--- src/rtl/product_accumulator_if.sv ---
// Handshake bundle between the multiplier stage, the product accumulator and
// the result consumer.
interface product_accumulator_if #(
  parameter int ACC_W = 16,
  parameter int LEN_W = 4
);
  logic             start;
  logic [LEN_W-1:0] len;
  logic             in_valid;
  logic             in_ready;
  logic [7:0]       prod;
  logic             prod_ovf;
  logic             out_valid;
  logic             out_ready;
  logic [ACC_W-1:0] acc_out;
  logic             ovf_out;
  logic             busy;

  modport master (
    output start, len, in_valid, prod, prod_ovf, out_ready,
    input  in_ready, out_valid, acc_out, ovf_out, busy
  );

  modport slave (
    input  start, len, in_valid, prod, prod_ovf, out_ready,
    output in_ready, out_valid, acc_out, ovf_out, busy
  );
endinterface

--- src/rtl/product_accumulator.sv ---
// Burst accumulator for signed 8-bit products with sticky overflow flag.
// Optional macro PRODUCT_ACC_SAT_EN: saturate instead of wrapping on overflow.
//
// state  | meaning
// IDLE   | waiting for start; last result still visible on acc_out/ovf_out
// ACC    | accepting len products
// DONE   | result presented until the consumer takes it
module product_accumulator #(
  parameter int ACC_W = 16,
  parameter int LEN_W = 4
) (
  input logic                   clk,
  input logic                   CLR,
  product_accumulator_if.slave  bus
);

  typedef enum logic [1:0] {S_IDLE, S_ACC, S_DONE} state_e;

  state_e                  state_q, state_d;
  logic [LEN_W-1:0]        len_q, len_d;
  logic [LEN_W-1:0]        cnt_q, cnt_d;
  logic signed [ACC_W-1:0] acc_q, acc_d;
  logic                    sticky_q, sticky_d;

  logic signed [ACC_W-1:0] prod_ext;
  logic signed [ACC_W-1:0] sum;
  logic                    add_ovf;
  logic signed [ACC_W-1:0] acc_upd;

  assign prod_ext = ACC_W'($signed(bus.prod));
  assign sum      = acc_q + prod_ext;
  assign add_ovf  = (acc_q[ACC_W-1] == prod_ext[ACC_W-1]) &&
                    (sum[ACC_W-1] != acc_q[ACC_W-1]);

`ifdef PRODUCT_ACC_SAT_EN
  localparam logic signed [ACC_W-1:0] ACC_MAX = {1'b0, {(ACC_W-1){1'b1}}};
  localparam logic signed [ACC_W-1:0] ACC_MIN = {1'b1, {(ACC_W-1){1'b0}}};
  // Overflow can only happen with same-sign addends, so acc_q's sign picks the rail.
  assign acc_upd = add_ovf ? (acc_q[ACC_W-1] ? ACC_MIN : ACC_MAX) : sum;
`else
  assign acc_upd = sum;
`endif

  always_ff @(posedge clk) begin
    if (CLR) begin
      state_q  <= S_IDLE;
      len_q    <= '0;
      cnt_q    <= '0;
      acc_q    <= '0;
      sticky_q <= 1'b0;
    end else begin
      state_q  <= state_d;
      len_q    <= len_d;
      cnt_q    <= cnt_d;
      acc_q    <= acc_d;
      sticky_q <= sticky_d;
    end
  end

  always_comb begin
    state_d       = state_q;
    len_d         = len_q;
    cnt_d         = cnt_q;
    acc_d         = acc_q;
    sticky_d      = sticky_q;
    bus.in_ready  = 1'b0;
    bus.out_valid = 1'b0;
    bus.busy      = 1'b0;
    case (state_q)
      S_IDLE: begin
        if (bus.start) begin
          len_d    = bus.len;
          cnt_d    = '0;
          acc_d    = '0;
          sticky_d = 1'b0;
          state_d  = (bus.len != '0) ? S_ACC : S_DONE;
        end
      end
      S_ACC: begin
        bus.in_ready = 1'b1;
        bus.busy     = 1'b1;
        if (bus.in_valid) begin
          acc_d    = acc_upd;
          cnt_d    = cnt_q + 1'b1;
          sticky_d = sticky_q | bus.prod_ovf | add_ovf;
          if (cnt_q == len_q - 1'b1) state_d = S_DONE;
        end
      end
      S_DONE: begin
        bus.out_valid = 1'b1;
        bus.busy      = 1'b1;
        if (bus.out_ready) state_d = S_IDLE;
      end
      default: state_d = S_IDLE;
    endcase
  end

  assign bus.acc_out = acc_q;
  assign bus.ovf_out = sticky_q;

endmodule

--- src/flat_wrapper.sv ---
// flat-port wrapper written by rule: the top's interface ports become plain ports
module product_accumulator_flat 
#(
  parameter int ACC_W = 16,
  parameter int LEN_W = 4
)
  (clk, CLR, bus_start, bus_len, bus_in_valid, bus_prod, bus_prod_ovf, bus_out_ready, bus_in_ready, bus_out_valid, bus_acc_out, bus_ovf_out, bus_busy);
  product_accumulator_if #(.ACC_W(ACC_W), .LEN_W(LEN_W)) bus_i ();
  input logic clk;
  input logic CLR;
  input wire logic [$bits(bus_i.start)-1:0] bus_start;
  input wire logic [$bits(bus_i.len)-1:0] bus_len;
  input wire logic [$bits(bus_i.in_valid)-1:0] bus_in_valid;
  input wire logic [$bits(bus_i.prod)-1:0] bus_prod;
  input wire logic [$bits(bus_i.prod_ovf)-1:0] bus_prod_ovf;
  input wire logic [$bits(bus_i.out_ready)-1:0] bus_out_ready;
  output wire logic [$bits(bus_i.in_ready)-1:0] bus_in_ready;
  output wire logic [$bits(bus_i.out_valid)-1:0] bus_out_valid;
  output wire logic [$bits(bus_i.acc_out)-1:0] bus_acc_out;
  output wire logic [$bits(bus_i.ovf_out)-1:0] bus_ovf_out;
  output wire logic [$bits(bus_i.busy)-1:0] bus_busy;
  assign bus_i.start = bus_start;
  assign bus_i.len = bus_len;
  assign bus_i.in_valid = bus_in_valid;
  assign bus_i.prod = bus_prod;
  assign bus_i.prod_ovf = bus_prod_ovf;
  assign bus_i.out_ready = bus_out_ready;
  assign bus_in_ready = bus_i.in_ready;
  assign bus_out_valid = bus_i.out_valid;
  assign bus_acc_out = bus_i.acc_out;
  assign bus_ovf_out = bus_i.ovf_out;
  assign bus_busy = bus_i.busy;
  product_accumulator #(.ACC_W(ACC_W), .LEN_W(LEN_W)) u_core (.clk(clk), .CLR(CLR), .bus(bus_i));
endmodule
--- config.mk ---
export PLATFORM = sky130hd
export DESIGN_NAME = product_accumulator_flat
export DESIGN_NICKNAME = d
export VERILOG_FILES = /design/src/rtl/product_accumulator_if.sv /design/src/rtl/product_accumulator.sv /design/src/flat_wrapper.sv
export SDC_FILE = /design/constraint.sdc
export NUM_CORES = 1
export LEC_CHECK = 0
export CAP_MARGIN = 5
export CORE_ASPECT_RATIO = 0.7
export CORE_MARGIN = 8
export CORE_UTILIZATION = 51
export DETAILED_ROUTE_END_ITERATION = 12
export PLACE_DENSITY = 0.8
export SLEW_MARGIN = 20
export SYNTH_ARGS = -nofsm -noshare
export SYNTH_HDL_FRONTEND = slang
export SYNTH_SLANG_ARGS = --single-unit
export TNS_END_PERCENT = 50
--- constraint.sdc ---
create_clock -name clk -period 3.1 [get_ports clk]
set_clock_uncertainty 0.15 [all_clocks]
set_input_delay 0.62 -clock clk [delete_from_list [all_inputs] [get_ports clk]]
set_output_delay 0.62 -clock clk [all_outputs]
set_load 0.02 [all_outputs]
==> results.json <==
{
  "die_area_um2": 5930,
  "std_cell_rows": 18,
  "crit_slowest_cell": "fa_1",
  "first_global_vias": 1788,
  "max_stage_delay_ns": 0.42,
  "fin_nets": 319,
  "switching_power_mw": 0.516,
  "portBuffers": 37,
  "syn-instance-count": 231,
  "critical_path.max_fanout": 2,
  "maxCapViolCount": 0,
  "wl_per_cell_um": 13.8,
  "cts.sinks": 27,
  "path_common_cell": "a21oi_1",
  "cts_max_path_buffers": 2,
  "hold_viol_final": 0,
  "finish.utilization": 0.692,
  "period_minus_slack_ns": 2.80,
  "setup_ws_ns": 0.296,
  "syn-num-nets": 270,
  "regToRegSetupSlack_ns": 0.69,
  "reg2reg_depth": 9,
  "holdCritStartpoint": "u_core.state_q[0]$_SDFFE_PP0P_",
  "cts_tree": "built",
  "clockRootBuffer": "clkbuf_8",
  "place_ws_ns": 0.0127,
  "seq_area_frac_synth": 0.286,
  "io_pins": 38,
  "start_util": 0.534,
  "fmax_ghz": 0.357,
  "r2r_start": "u_core.bus.acc_out[0]$_SDFFE_PP0P_",
  "dp_hpwl_mm": 3.56,
  "seq_area_um2": 541,
  "grt_max_degree": 20,
  "whs_endpoint": "u_core.state_q[0]$_SDFFE_PP0P_",
  "grt_pass1_wl_mm": 8.11,
  "tightest_slew_ns": 0.717,
  "cts_made_buffers": 3,
  "synth.avg_cell_area_um2": 8.17,
  "period_share": 0.904,
  "pwr-share-comb": 0.508,
  "drtAntennaViolNets": 0,
  "rr_endpoint": "u_core.bus.acc_out[14]$_SDFFE_PP0P_",
  "clkPwrFrac": 0.161,
  "maxSlewViolCount": 0,
  "clock_latency_ns": 0.28,
  "wl_mm": 4.54,
  "seq_power_share": 0.331,
  "antennaDiodeCount": 0,
  "hold_path_depth": 2,
  "path_clk_slew_ns": 0.10,
  "rsz0062_at_grt": "no",
  "grt-ovfl-total": 0,
  "drtIter0Drc": 115,
  "final_common_cell": "clkdlybuf4s50_1",
  "yosys_warnings": 0,
  "antenna_found_initial": 0,
  "drt_first_pass_iters": 4,
  "avgViaCountPerCell": 5.45,
  "cp-end-kind": "flop",
  "power_switching_share": 0.401,
  "p_int_mw": 0.772,
  "mostFrequentLayoutCells": "clkdlybuf4s50_1, dfxtp_1, a21oi_1, nor2_1, ha_1",
  "slew_headroom": 0.521,
  "ctsHoldBuffers": 0,
  "area_growth_pct": 29.6,
  "status": "finished, final reports clean",
  "setup_tns_ns": 0,
  "layout-drive-gt1-share": 0.0896,
  "drc": 0,
  "cp.arrival_ns": 2.83,
  "ir_drop_mv": 0.270,
  "gp_congestion": 0.937,
  "cts_resized": 0,
  "hp-class": "reg -> reg",
  "postCtsSetupBuffers": 0,
  "fill_cells": 301,
  "setup_viol": 0,
  "vias": 1794,
  "criticalPathCategory": "in -> reg",
  "p_leak_nw": 1.01,
  "die_y_um": 66.9,
  "synthDistinctLibCells": 45,
  "fp.dieW_um": 88.7,
  "cts_max_level": 1,
  "syn_area_um2": 1890,
  "start_kind": "input pin",
  "track_usage": 0.169,
  "required_ns": 3.13,
  "path_cells": "clkdlybuf4s50_1 > ha_1 > fa_1 > a21oi_1 > o21ai_1 > nand4_1 > a21oi_1 > a221o_1 > xor2_1 > a22o_1",
  "coreArea_um2": 3540,
  "power_density_nw_per_um2": 526,
  "synth_seq_cells": 27,
  "multi_input_area_um2": 1280
}
final cells by class:
type                    count  share of cell area
repair buffers             52               0.197
multi-input cells         186               0.522
inverters                  10              0.0153
clock inverters             1             0.00205
flip-flops and latches     27               0.221
clock buffers               3              0.0169
well taps                  50              0.0256
power by group through the flow:
stage / Combinational (mW) / Clock (mW) / Sequential [mW]
CTS: 0.654 / 0.214 / 0.427
finish: 0.654 / 0.207 / 0.426
global placement: 0.638 / 0 / 0.434
detailed placement: 0.649 / 0 / 0.434
floorplan: 0.408 / 0 / 0.452
global route: 0.724 / 0.228 / 0.434
worst max path at each step:
stage / start / end / slack [ns] / cells after the start
CTS: bus_prod[0] / u_core.bus.acc_out[14]$_SDFFE_PP0P_ / 0.31 / 10
floorplan: bus_prod[0] / u_core.bus.acc_out[14]$_SDFFE_PP0P_ / 0.57 / 9
detailed placement: bus_prod[0] / u_core.bus.acc_out[14]$_SDFFE_PP0P_ / 0.01 / 10
finish: bus_prod[0] / u_core.bus.acc_out[14]$_SDFFE_PP0P_ / 0.30 / 10
global placement: bus_prod[0] / u_core.bus.acc_out[14]$_SDFFE_PP0P_ / 0.07 / 10
global route: bus_prod[7] / u_core.bus.ovf_out$_SDFFE_PP0P_ / 0.17 / 10
sequential cells by signal, indices dropped and copies added, names as in the netlist:
register,flops
u_core.cnt_q,4
u_core.bus.ovf_out,1
u_core.len_q,4
u_core.state_q,2
u_core.bus.acc_out,16
cell usage after synthesis, drive strengths merged:
cell	count	area, um2
dfxtp	27	541
a21oi	23	115
nor2	23	88.8
ha	20	250
nand2	16	60.1
o21ai	16	83.8
inv	10	37.5
nand3	10	50.1
xnor2	8	70.1
a22o	7	61.3
a22oi	7	52.6
clkbuf	7	27.5
xor2	7	61.3
nand2b	5	31.3
nor3	5	30.0
or3	5	31.3
o21a	3	22.5
o21bai	3	22.5
a21o	2	15.0
a32oi	2	17.5
and3	2	12.5
mux2i	2	20.0
nand4	2	18.8
nor2b	2	12.5
nor4	2	12.5
o211ai	2	15.0
a211oi	1	7.51
a21boi	1	7.51
a221o	1	10.0
a311oi	1	8.76
a32o	1	10.0
and4	1	11.3
buf	1	5.00
fa	1	20.0
mux2	1	11.3
nand4bb	1	11.3
o2111ai	1	8.76
or2	1	6.26
or3b	1	8.76
metrics by stage:
| stage | power, mW | hold WS, ns | cells | cell area, um2 |
|---|---|---|---|---|
| 2_1_floorplan | 0.860 | 0.294 | 231 | 1890 |
| 3_3_place_gp | 1.07 | 0.312 | 325 | 2400 |
| 3_5_place_dp | 1.08 | 0.318 | 325 | 2400 |
| 4_1_cts | 1.29 | 0.333 | 329 | 2450 |
| 5_1_grt | 1.39 | 0.365 | 329 | 2450 |
| 6_report | 1.29 | 0.333 | 329 | 2450 |
layer usage:
| metal | global-route usage | part of all wire |
|---|---|---|
| met4 | 0.0356 | 0.0024 |
| met5 | 0 | 0 |
| met1 | 0.220 | 0.51 |
| met2 | 0.265 | 0.43 |
| met3 | 0.0516 | 0.058 |
critical path, delay by kind of cell:
kind            cells  cell delay [ns]
compound gates      5             0.92
simple gates        1             0.12
fa+ha+maj           2             0.63
xor+xnor            1             0.14
buf+inv             1             0.40
cell families after synthesis:
group                      Yosys count  synth area share
and+or+nand+nor                     76             0.204
DFF                                 27             0.286
muxes                                3            0.0166
xor gates and xnor gates            15            0.0696
AOI/OAI and AO/OA                   71             0.243
adders and majority gates           21             0.143
buffers and inverters               18            0.0371
(Power assumes the default switching activity.)
